[config.mk]
export PLATFORM = sky130hd
export DESIGN_NAME = ophd_arbiter_flat
export DESIGN_NICKNAME = d
export VERILOG_FILES = /design/src/rtl/ophd_arbiter_if.sv /design/src/rtl/ophd_arbiter.sv /design/src/flat_wrapper.sv
export SDC_FILE = /design/constraint.sdc
export NUM_CORES = 1
export LEC_CHECK = 0
export ABC_AREA = 0
export CORE_MARGIN = 4
export CORE_UTILIZATION = 45
export DETAILED_ROUTE_END_ITERATION = 12
export PLACE_DENSITY_LB_ADDON = 0.12
export SLEW_MARGIN = 20
export SYNTH_ARGS = -nofsm -noshare
export SYNTH_HDL_FRONTEND = slang
export SYNTH_SLANG_ARGS = --single-unit
[constraint.sdc]
create_clock -name Clk -period 1.7 [get_ports Clk]
set_input_delay 0.51 -clock Clk [delete_from_list [all_inputs] [get_ports Clk]]
set_output_delay 0.51 -clock Clk [all_outputs]
set_load 0.05 [all_outputs]
[src/rtl/ophd_arbiter_if.sv]
// rtl/ophd_arbiter_if.sv - op-head arbiter request/grant bundle
//
// Groups everything between the fetch sequencer / instruction decoder side
// and the arbiter. Clock and reset are not part of the bundle.
//
//   slave  modport : arbiter side (requests in, grants/status out)
//   master modport : fetch/decode side (requests out, grants/status in)
//
//   opHead      instruction boundary strobe
//   BUSRQ       external bus request (level)
//   NMI         non-maskable request (rising edge)
//   INT         maskable request channels (level)
//   intMask     per-channel mask, 1 = masked
//   IMF         interrupt mode select
//   setIFF      EI executed
//   resetIFF    DI executed
//   restoreIFF  RETN executed
//   busak       bus granted
//   haltXpt     execution halted while bus is held
//   nmiAck      NMI acknowledge phase
//   intAck      INT acknowledge phase
//   intMode     one-hot interrupt mode captured at acceptance
//   intId       accepted channel index
//   resetHalt   HALT-latch clear pulse
//   iff1, iff2  interrupt enable flip-flops
//   decodeRun   proceed-with-decode pulse
interface ophd_arbiter_if #(
  parameter int N_INT = 4,
  parameter int ID_W  = 4
);
  logic             opHead;
  logic             BUSRQ;
  logic             NMI;
  logic [N_INT-1:0] INT;
  logic [N_INT-1:0] intMask;
  logic [1:0]       IMF;
  logic             setIFF;
  logic             resetIFF;
  logic             restoreIFF;
  logic             busak;
  logic             haltXpt;
  logic             nmiAck;
  logic             intAck;
  logic [2:0]       intMode;
  logic [ID_W-1:0]  intId;
  logic             resetHalt;
  logic             iff1;
  logic             iff2;
  logic             decodeRun;

  modport slave (
    input  opHead, BUSRQ, NMI, INT, intMask, IMF, setIFF, resetIFF, restoreIFF,
    output busak, haltXpt, nmiAck, intAck, intMode, intId, resetHalt,
           iff1, iff2, decodeRun
  );

  modport master (
    output opHead, BUSRQ, NMI, INT, intMask, IMF, setIFF, resetIFF, restoreIFF,
    input  busak, haltXpt, nmiAck, intAck, intMode, intId, resetHalt,
           iff1, iff2, decodeRun
  );
endinterface

[src/rtl/ophd_arbiter.sv]
// rtl/ophd_arbiter.sv - instruction-head arbiter for bus request, NMI and maskable interrupts
//
// At every instruction head the arbiter picks, in fixed priority,
// BUSRQ > NMI > INT[0] > ... > INT[N_INT-1], or lets normal decode proceed.
// Bus hold and acknowledge phases are sequenced by a small FSM; all outputs
// are registered, so a decision shows up the cycle after the evaluating edge.
// The arbiter owns the NMI edge latch and the IFF1/IFF2 flip-flops.
//
// Optional build macro: OPHD_EI_DELAY_EN - maskable interrupts are held off
// for the first head after EI (NMI and BUSRQ unaffected).
//
// Ports:
//   Clk       system clock, rising edge
//   notReset  asynchronous active-low reset
//   bus       ophd_arbiter_if.slave (requests in, grants/status out)
//
// Parameters:
//   N_INT       maskable channels (1..16)
//   ACK_CYCLES  acknowledge phase length in clocks (1..15)
//   ID_W        intId width, 2**ID_W >= N_INT
module ophd_arbiter #(
  parameter int N_INT      = 4,
  parameter int ACK_CYCLES = 2,
  parameter int ID_W       = 4
) (
  input  logic           Clk,
  input  logic           notReset,
  ophd_arbiter_if.slave  bus
);

  typedef enum logic [1:0] {
    S_IDLE = 2'd0,
    S_BUS  = 2'd1,
    S_NMI  = 2'd2,
    S_INTA = 2'd3
  } state_t;

  localparam logic [3:0] ACK_LAST = 4'(ACK_CYCLES - 1);

  state_t state_q, state_d;

  logic             busak_q,      busak_d;
  logic             nmi_ack_q,    nmi_ack_d;
  logic             int_ack_q,    int_ack_d;
  logic [2:0]       int_mode_q,   int_mode_d;
  logic [ID_W-1:0]  int_id_q,     int_id_d;
  logic             reset_halt_q, reset_halt_d;
  logic             iff1_q,       iff1_d;
  logic             iff2_q,       iff2_d;
  logic             decode_run_q, decode_run_d;
  logic             tnmi_q,       tnmi_d;
  logic             nmi_prev_q;
  logic             head_pend_q,  head_pend_d;
  logic [3:0]       ack_cnt_q,    ack_cnt_d;

  logic             head;
  logic [N_INT-1:0] int_req;
  logic             int_ok;
  logic [ID_W-1:0]  sel_id;
  logic [2:0]       imf_onehot;
  logic             evaluate;
  logic             take_bus, take_nmi, take_int, take_run;
  logic             in_ack, ack_last, ack_done;

  assign head    = bus.opHead | head_pend_q;
  assign int_req = bus.INT & ~bus.intMask & {N_INT{iff1_q}};

`ifdef OPHD_EI_DELAY_EN
  logic ei_shadow_q, ei_shadow_d;
  // The head right after EI lets the next instruction run before any
  // maskable interrupt can break in.
  assign int_ok = (|int_req) & ~ei_shadow_q;
`else
  assign int_ok = |int_req;
`endif

  // Lowest set index wins: scan from the top so the last hit is the lowest.
  always_comb begin
    sel_id = '0;
    for (int i = N_INT - 1; i >= 0; i--) begin
      if (int_req[i]) sel_id = ID_W'(i);
    end
  end

  always_comb begin
    imf_onehot = 3'b001;
    if (bus.IMF[1])      imf_onehot = 3'b100;
    else if (bus.IMF[0]) imf_onehot = 3'b010;
  end

  assign evaluate = (state_q == S_IDLE) && head;
  assign take_bus = evaluate & bus.BUSRQ;
  assign take_nmi = evaluate & ~bus.BUSRQ & tnmi_q;
  assign take_int = evaluate & ~bus.BUSRQ & ~tnmi_q & int_ok;
  assign take_run = evaluate & ~bus.BUSRQ & ~tnmi_q & ~int_ok;

  assign in_ack   = (state_q == S_NMI) || (state_q == S_INTA);
  assign ack_last = (ack_cnt_q == ACK_LAST);
  assign ack_done = in_ack && ack_last;

  // State register
  always_ff @(posedge Clk or negedge notReset) begin
    if (!notReset) state_q <= S_IDLE;
    else           state_q <= state_d;
  end

  // Next-state logic
  always_comb begin
    state_d = state_q;
    case (state_q)
      S_IDLE: begin
        if (take_bus)      state_d = S_BUS;
        else if (take_nmi) state_d = S_NMI;
        else if (take_int) state_d = S_INTA;
      end
      S_BUS:  if (!bus.BUSRQ) state_d = S_IDLE;
      S_NMI:  if (ack_last)   state_d = S_IDLE;
      S_INTA: if (ack_last)   state_d = S_IDLE;
      default: state_d = S_IDLE;
    endcase
  end

  // Output / datapath next values
  always_comb begin
    busak_d      = (state_d == S_BUS);
    nmi_ack_d    = (state_d == S_NMI);
    int_ack_d    = (state_d == S_INTA);
    reset_halt_d = take_nmi | take_int;
    decode_run_d = take_run;
    int_id_d     = int_id_q;
    int_mode_d   = int_mode_q;
    iff1_d       = iff1_q;
    iff2_d       = iff2_q;
    head_pend_d  = head_pend_q;
    ack_cnt_d    = '0;

    if (take_int) begin
      int_id_d   = sel_id;
      int_mode_d = imf_onehot;
    end

    // Acceptance overrides any EI/DI/RETN executed in the same cycle.
    if (take_int) begin
      iff1_d = 1'b0;
      iff2_d = 1'b0;
    end else if (take_nmi) begin
      iff1_d = 1'b0;
      iff2_d = iff1_q;
    end else if (bus.resetIFF) begin
      iff1_d = 1'b0;
      iff2_d = 1'b0;
    end else if (bus.setIFF) begin
      iff1_d = 1'b1;
      iff2_d = 1'b1;
    end else if (bus.restoreIFF) begin
      iff1_d = iff2_q;
    end

    // A BUS grant keeps the head pending so arbitration repeats after release.
    if (take_run || ack_done) head_pend_d = 1'b0;
    else if (bus.opHead)      head_pend_d = 1'b1;

    if (in_ack && !ack_last) ack_cnt_d = ack_cnt_q + 4'd1;
  end

  // A fresh edge in the accepting cycle must survive the clear.
  assign tnmi_d = (bus.NMI & ~nmi_prev_q) | (tnmi_q & ~take_nmi);

`ifdef OPHD_EI_DELAY_EN
  always_comb begin
    ei_shadow_d = ei_shadow_q;
    if (bus.setIFF)    ei_shadow_d = 1'b1;
    else if (evaluate) ei_shadow_d = 1'b0;
  end

  always_ff @(posedge Clk or negedge notReset) begin
    if (!notReset) ei_shadow_q <= 1'b0;
    else           ei_shadow_q <= ei_shadow_d;
  end
`endif

  always_ff @(posedge Clk or negedge notReset) begin
    if (!notReset) begin
      busak_q      <= 1'b0;
      nmi_ack_q    <= 1'b0;
      int_ack_q    <= 1'b0;
      int_mode_q   <= '0;
      int_id_q     <= '0;
      reset_halt_q <= 1'b0;
      iff1_q       <= 1'b0;
      iff2_q       <= 1'b0;
      decode_run_q <= 1'b0;
      tnmi_q       <= 1'b0;
      nmi_prev_q   <= 1'b0;
      head_pend_q  <= 1'b0;
      ack_cnt_q    <= '0;
    end else begin
      busak_q      <= busak_d;
      nmi_ack_q    <= nmi_ack_d;
      int_ack_q    <= int_ack_d;
      int_mode_q   <= int_mode_d;
      int_id_q     <= int_id_d;
      reset_halt_q <= reset_halt_d;
      iff1_q       <= iff1_d;
      iff2_q       <= iff2_d;
      decode_run_q <= decode_run_d;
      tnmi_q       <= tnmi_d;
      nmi_prev_q   <= bus.NMI;
      head_pend_q  <= head_pend_d;
      ack_cnt_q    <= ack_cnt_d;
    end
  end

  assign bus.busak     = busak_q;
  assign bus.haltXpt   = busak_q;
  assign bus.nmiAck    = nmi_ack_q;
  assign bus.intAck    = int_ack_q;
  assign bus.intMode   = int_mode_q;
  assign bus.intId     = int_id_q;
  assign bus.resetHalt = reset_halt_q;
  assign bus.iff1      = iff1_q;
  assign bus.iff2      = iff2_q;
  assign bus.decodeRun = decode_run_q;

endmodule

[src/flat_wrapper.sv]
// flat-port wrapper written by rule: the top's interface ports become plain ports
module ophd_arbiter_flat 
#(
  parameter int N_INT      = 4,
  parameter int ACK_CYCLES = 2,
  parameter int ID_W       = 4
)
  (Clk, notReset, bus_opHead, bus_BUSRQ, bus_NMI, bus_INT, bus_intMask, bus_IMF, bus_setIFF, bus_resetIFF, bus_restoreIFF, bus_busak, bus_haltXpt, bus_nmiAck, bus_intAck, bus_intMode, bus_intId, bus_resetHalt, bus_iff1, bus_iff2, bus_decodeRun);
  ophd_arbiter_if #(.N_INT(N_INT), .ID_W(ID_W)) bus_i ();
  input  logic Clk;
  input  logic notReset;
  input wire logic [$bits(bus_i.opHead)-1:0] bus_opHead;
  input wire logic [$bits(bus_i.BUSRQ)-1:0] bus_BUSRQ;
  input wire logic [$bits(bus_i.NMI)-1:0] bus_NMI;
  input wire logic [$bits(bus_i.INT)-1:0] bus_INT;
  input wire logic [$bits(bus_i.intMask)-1:0] bus_intMask;
  input wire logic [$bits(bus_i.IMF)-1:0] bus_IMF;
  input wire logic [$bits(bus_i.setIFF)-1:0] bus_setIFF;
  input wire logic [$bits(bus_i.resetIFF)-1:0] bus_resetIFF;
  input wire logic [$bits(bus_i.restoreIFF)-1:0] bus_restoreIFF;
  output wire logic [$bits(bus_i.busak)-1:0] bus_busak;
  output wire logic [$bits(bus_i.haltXpt)-1:0] bus_haltXpt;
  output wire logic [$bits(bus_i.nmiAck)-1:0] bus_nmiAck;
  output wire logic [$bits(bus_i.intAck)-1:0] bus_intAck;
  output wire logic [$bits(bus_i.intMode)-1:0] bus_intMode;
  output wire logic [$bits(bus_i.intId)-1:0] bus_intId;
  output wire logic [$bits(bus_i.resetHalt)-1:0] bus_resetHalt;
  output wire logic [$bits(bus_i.iff1)-1:0] bus_iff1;
  output wire logic [$bits(bus_i.iff2)-1:0] bus_iff2;
  output wire logic [$bits(bus_i.decodeRun)-1:0] bus_decodeRun;
  assign bus_i.opHead = bus_opHead;
  assign bus_i.BUSRQ = bus_BUSRQ;
  assign bus_i.NMI = bus_NMI;
  assign bus_i.INT = bus_INT;
  assign bus_i.intMask = bus_intMask;
  assign bus_i.IMF = bus_IMF;
  assign bus_i.setIFF = bus_setIFF;
  assign bus_i.resetIFF = bus_resetIFF;
  assign bus_i.restoreIFF = bus_restoreIFF;
  assign bus_busak = bus_i.busak;
  assign bus_haltXpt = bus_i.haltXpt;
  assign bus_nmiAck = bus_i.nmiAck;
  assign bus_intAck = bus_i.intAck;
  assign bus_intMode = bus_i.intMode;
  assign bus_intId = bus_i.intId;
  assign bus_resetHalt = bus_i.resetHalt;
  assign bus_iff1 = bus_i.iff1;
  assign bus_iff2 = bus_i.iff2;
  assign bus_decodeRun = bus_i.decodeRun;
  ophd_arbiter #(.N_INT(N_INT), .ACK_CYCLES(ACK_CYCLES), .ID_W(ID_W)) u_core (.Clk(Clk), .notReset(notReset), .bus(bus_i));
endmodule
==> flow_metrics.env <==
export IMPL_global_route_wire_length_before_repair_um=3830
export IMPL_achievable_frequency_ghz=0.611
export IMPL_critical_path_cell_chain="dlygate4sd2_1 -> and2b_2 -> nor2_4 -> a2111oi_4 -> buf_4 -> mux2_4"
export IMPL_grt_start_max_net_pins=22
export IMPL_synth_edf_count=0
export IMPL_syn_to_final_growth_pct=56.5
export IMPL_ys_types=42
export IMPL_post_route_cells_drive_above_1_share_pct=40.0
export IMPL_grt_overflow_total=0
export IMPL_antenna_found_initial=0
export IMPL_fin_nets=151
export IMPL_clk_latency_ns=0.31
export IMPL_dr_pass1_iters=4
export IMPL_maximum_fanout_along_the_worst_path=4
export IMPL_routed_vias=794
export IMPL_cp_slowest_stage_delay_ns=0.33
export IMPL_irDropWorstVdd_uv=1090
export IMPL_rsz0062_at_grt="false"
export IMPL_totalPowerFinal_mw=2.47
export IMPL_synth_warnings=0
export IMPL_core_rowCount=17
export IMPL_crit_type="in2reg"
export IMPL_synth_yosys_seq_area_share_pct=50.5
export IMPL_num_antenna_cells=0
export IMPL_cts_tree="done"
export IMPL_floorplan_initialDensity_pct=47.1
export IMPL_cts_buffer_depth=2
export IMPL_vias_per_cell=5.03
export IMPL_route_detailed_wl_per_inst_um=13.9
export IMPL_inserted_clock_buffers=3
export IMPL_hold_crit_path_type="reg2reg"
export IMPL_postSynthRegisterBits=21
export IMPL_finalWirelength_um=2200
export IMPL_root_buffer="sky130_fd_sc_hd__clkbuf_4"
export IMPL_clock_skew_final_ns=0.0103
export IMPL_grt_pass1_vias=845
export IMPL_cts_sinks=21
export IMPL_core_um2=2210
export IMPL_cts_htree_levels=1
export IMPL_grt_total_usage_pct=15.6
export IMPL_postSynthAreaPerCell_um2=12.1
export IMPL_fp_dieH_um=56.1
export IMPL_crit_path_end_kind="flop"
export IMPL_timing_final_setup_violations=0
export IMPL_dp_hpwl_um=1770
export IMPL_fillers=155
export IMPL_arrival_ns=1.85
export IMPL_cp_data_required_time_ns=1.91
export IMPL_asyncSetResetFlopFracSynth_pct=100
export IMPL_timing_final_hold_violations=0
export IMPL_syn_instance_count=86
export IMPL_max_cap_viol_count=0
export IMPL_drc=0
export IMPL_cellPowerDensity_nw_per_um2=1520
export IMPL_detail_route_iter0_violations=9
export IMPL_finalCritPeriodShare_pct=96.3
export IMPL_antenna_violating_nets_post_route=0
export IMPL_rd_place_congestion=0.765
export IMPL_mappedNetlistArea_um2=1040
export IMPL_fin_crit_ns=1.64
export IMPL_slowest_stage="sky130_fd_sc_hd__a2111oi_4"
export IMPL_final_max_slew_viol_count=0
export IMPL_start_kind="primary input"
export IMPL_boundaryPins=33
export IMPL_reg_clk_slew_reported_paths_ns=0.12
export IMPL_die_x_um=56.1
export IMPL_floorplan_die_area_um2=3150
export IMPL_fin_util_pct=73.6
export IMPL_placement_io_buffers=30
export IMPL_run_status="completed"
export IMPL_power_static_leakage_nw=0.739
export IMPL_synth_top_flop_cell="sky130_fd_sc_hd__dfrtp_1"
[critical path, delay by kind of cell]
family / cells / cell delay (ns)
buf+inv: 2 / 0.42
simple gates: 2 / 0.29
compound gates: 1 / 0.33
mux: 1 / 0.30
[worst paths after layout]
| check | startpoint | endpoint | slack (ns) | cells after the start |
|---|---|---|---|---|
| max | bus_intMask[0] | u_core.bus.intMode[0] | 0.06 | 6 |
| max reg2reg | u_core.tnmi_q | u_core.bus.intMode[0] | 0.08 | 5 |
| min in group asynchronous | notReset | u_core.bus.intMode[2] | 0.53 | 2 |
| min reg2reg | u_core.nmi_prev_q | u_core.tnmi_q | 0.47 | 1 |
| min | u_core.nmi_prev_q | u_core.tnmi_q | 0.47 | 1 |
| max in group asynchronous | notReset | u_core.bus.iff1 | 0.93 | 2 |
[report_power, final]
part           switching (mW)  total, mW  internal (mW)
sequential              0.181      0.842          0.662
clock                   0.151      0.241         0.0898
combinational           0.698       1.39          0.687
[metrics by stage]
stage          TNS [ns]  area (um^2)  worst slack [ns]  cells  hold slack, ns
3_3_place_gp      -5.57         1560            -0.464    152           0.415
2_1_floorplan  -0.00277         1050         -0.000922     87           0.214
4_1_cts               0         1610            0.0101    158           0.476
5_1_grt               0         1630            0.0217    158           0.502
3_5_place_dp      -6.23         1560            -0.510    152           0.460
6_report              0         1630            0.0629    158           0.474
[layout by cell type (no fill, tap or decap), drive strengths merged, types with 3 or more instances in the layout]
cell type	instances
buf	25
inv	5
dlygate4sd2	8
nand2	4
mux2	3
clkbuf	3
dfrtp	21
clkdlybuf4s50	8
nor2	12
nor2b	5
[cell type report]
cell class                      instances  area, um^2  area share [%]
Sequential cell                        21         527            32.3
Clock inverter                          1        7.51           0.461
Timing Repair Buffer                   42         517            31.7
Clock buffer                            3        22.5            1.38
Inverter                                5        18.8            1.15
Multi-Input combinational cell         58         502            30.8
Tap cell                               28        35.0            2.15
[sequential cells by signal, summed over array words and instances (netlist names)]
signal                flops
u_core.state_q            2
u_core.bus.busak          1
u_core.nmi_prev_q         1
u_core.bus.intAck         1
u_core.tnmi_q             1
u_core.bus.intId          2
u_core.bus.resetHalt      1
u_core.bus.intMode        3
u_core.bus.decodeRun      1
u_core.ack_cnt_q          4
u_core.bus.iff1           1
u_core.bus.iff2           1
u_core.head_pend_q        1
u_core.bus.nmiAck         1
[cell usage after synthesis, types with 2 or more instances]
library cell,n,area share [%]
sky130_fd_sc_hd__nor2_2,3,1.8
sky130_fd_sc_hd__ha_1,2,2.4
sky130_fd_sc_hd__dfrtp_1,21,50
sky130_fd_sc_hd__a21oi_1,2,0.96
sky130_fd_sc_hd__buf_4,3,2.2
sky130_fd_sc_hd__xnor2_1,2,1.7
sky130_fd_sc_hd__inv_1,4,1.4
sky130_fd_sc_hd__nor2_1,9,3.2
sky130_fd_sc_hd__nor2b_4,2,2.6
sky130_fd_sc_hd__nand2_1,3,1.1
sky130_fd_sc_hd__nor2b_1,2,1.2
sky130_fd_sc_hd__mux2_4,3,4.3
[metal layers]
layer  up-vias  global-route usage (%)  routed length, um  share of wire [%]
met5         -                       0                  0                  0
met4         0                    8.47                 60                2.7
met3         8                    4.41                166                7.5
met2        30                    25.9               1060                 48
met1       370                    18.0                909                 41
li1        386                       -                  -                  -
[kinds of logic (layout without fill, tap and decap cells)]
kind of cell               after synthesis  in the layout  share of synthesized area [%]
xor gates and xnor gates                 2              2                           1.68
adders and majority gates                2              2                           2.40
DFF                                     21             21                           50.5
and+or+nand+nor                         35             35                           21.9
muxes                                    4              4                           5.29
buffers and inverters                    8             51                           3.97
other                                    1              2                          0.360
AOI/OAI and AO/OA                       13             13                           13.9
[what timing repair did]
action | 4_1_cts | 5_1_grt
setup buffers | 2 | 0
pin swaps | 5 | 0
hold buffers | 0 | 0
cloned | 0 | 0
gates resized for setup | 11 | 3
endpoints found under the setup margin | 13 | 8
(Power assumes the default switching activity.)
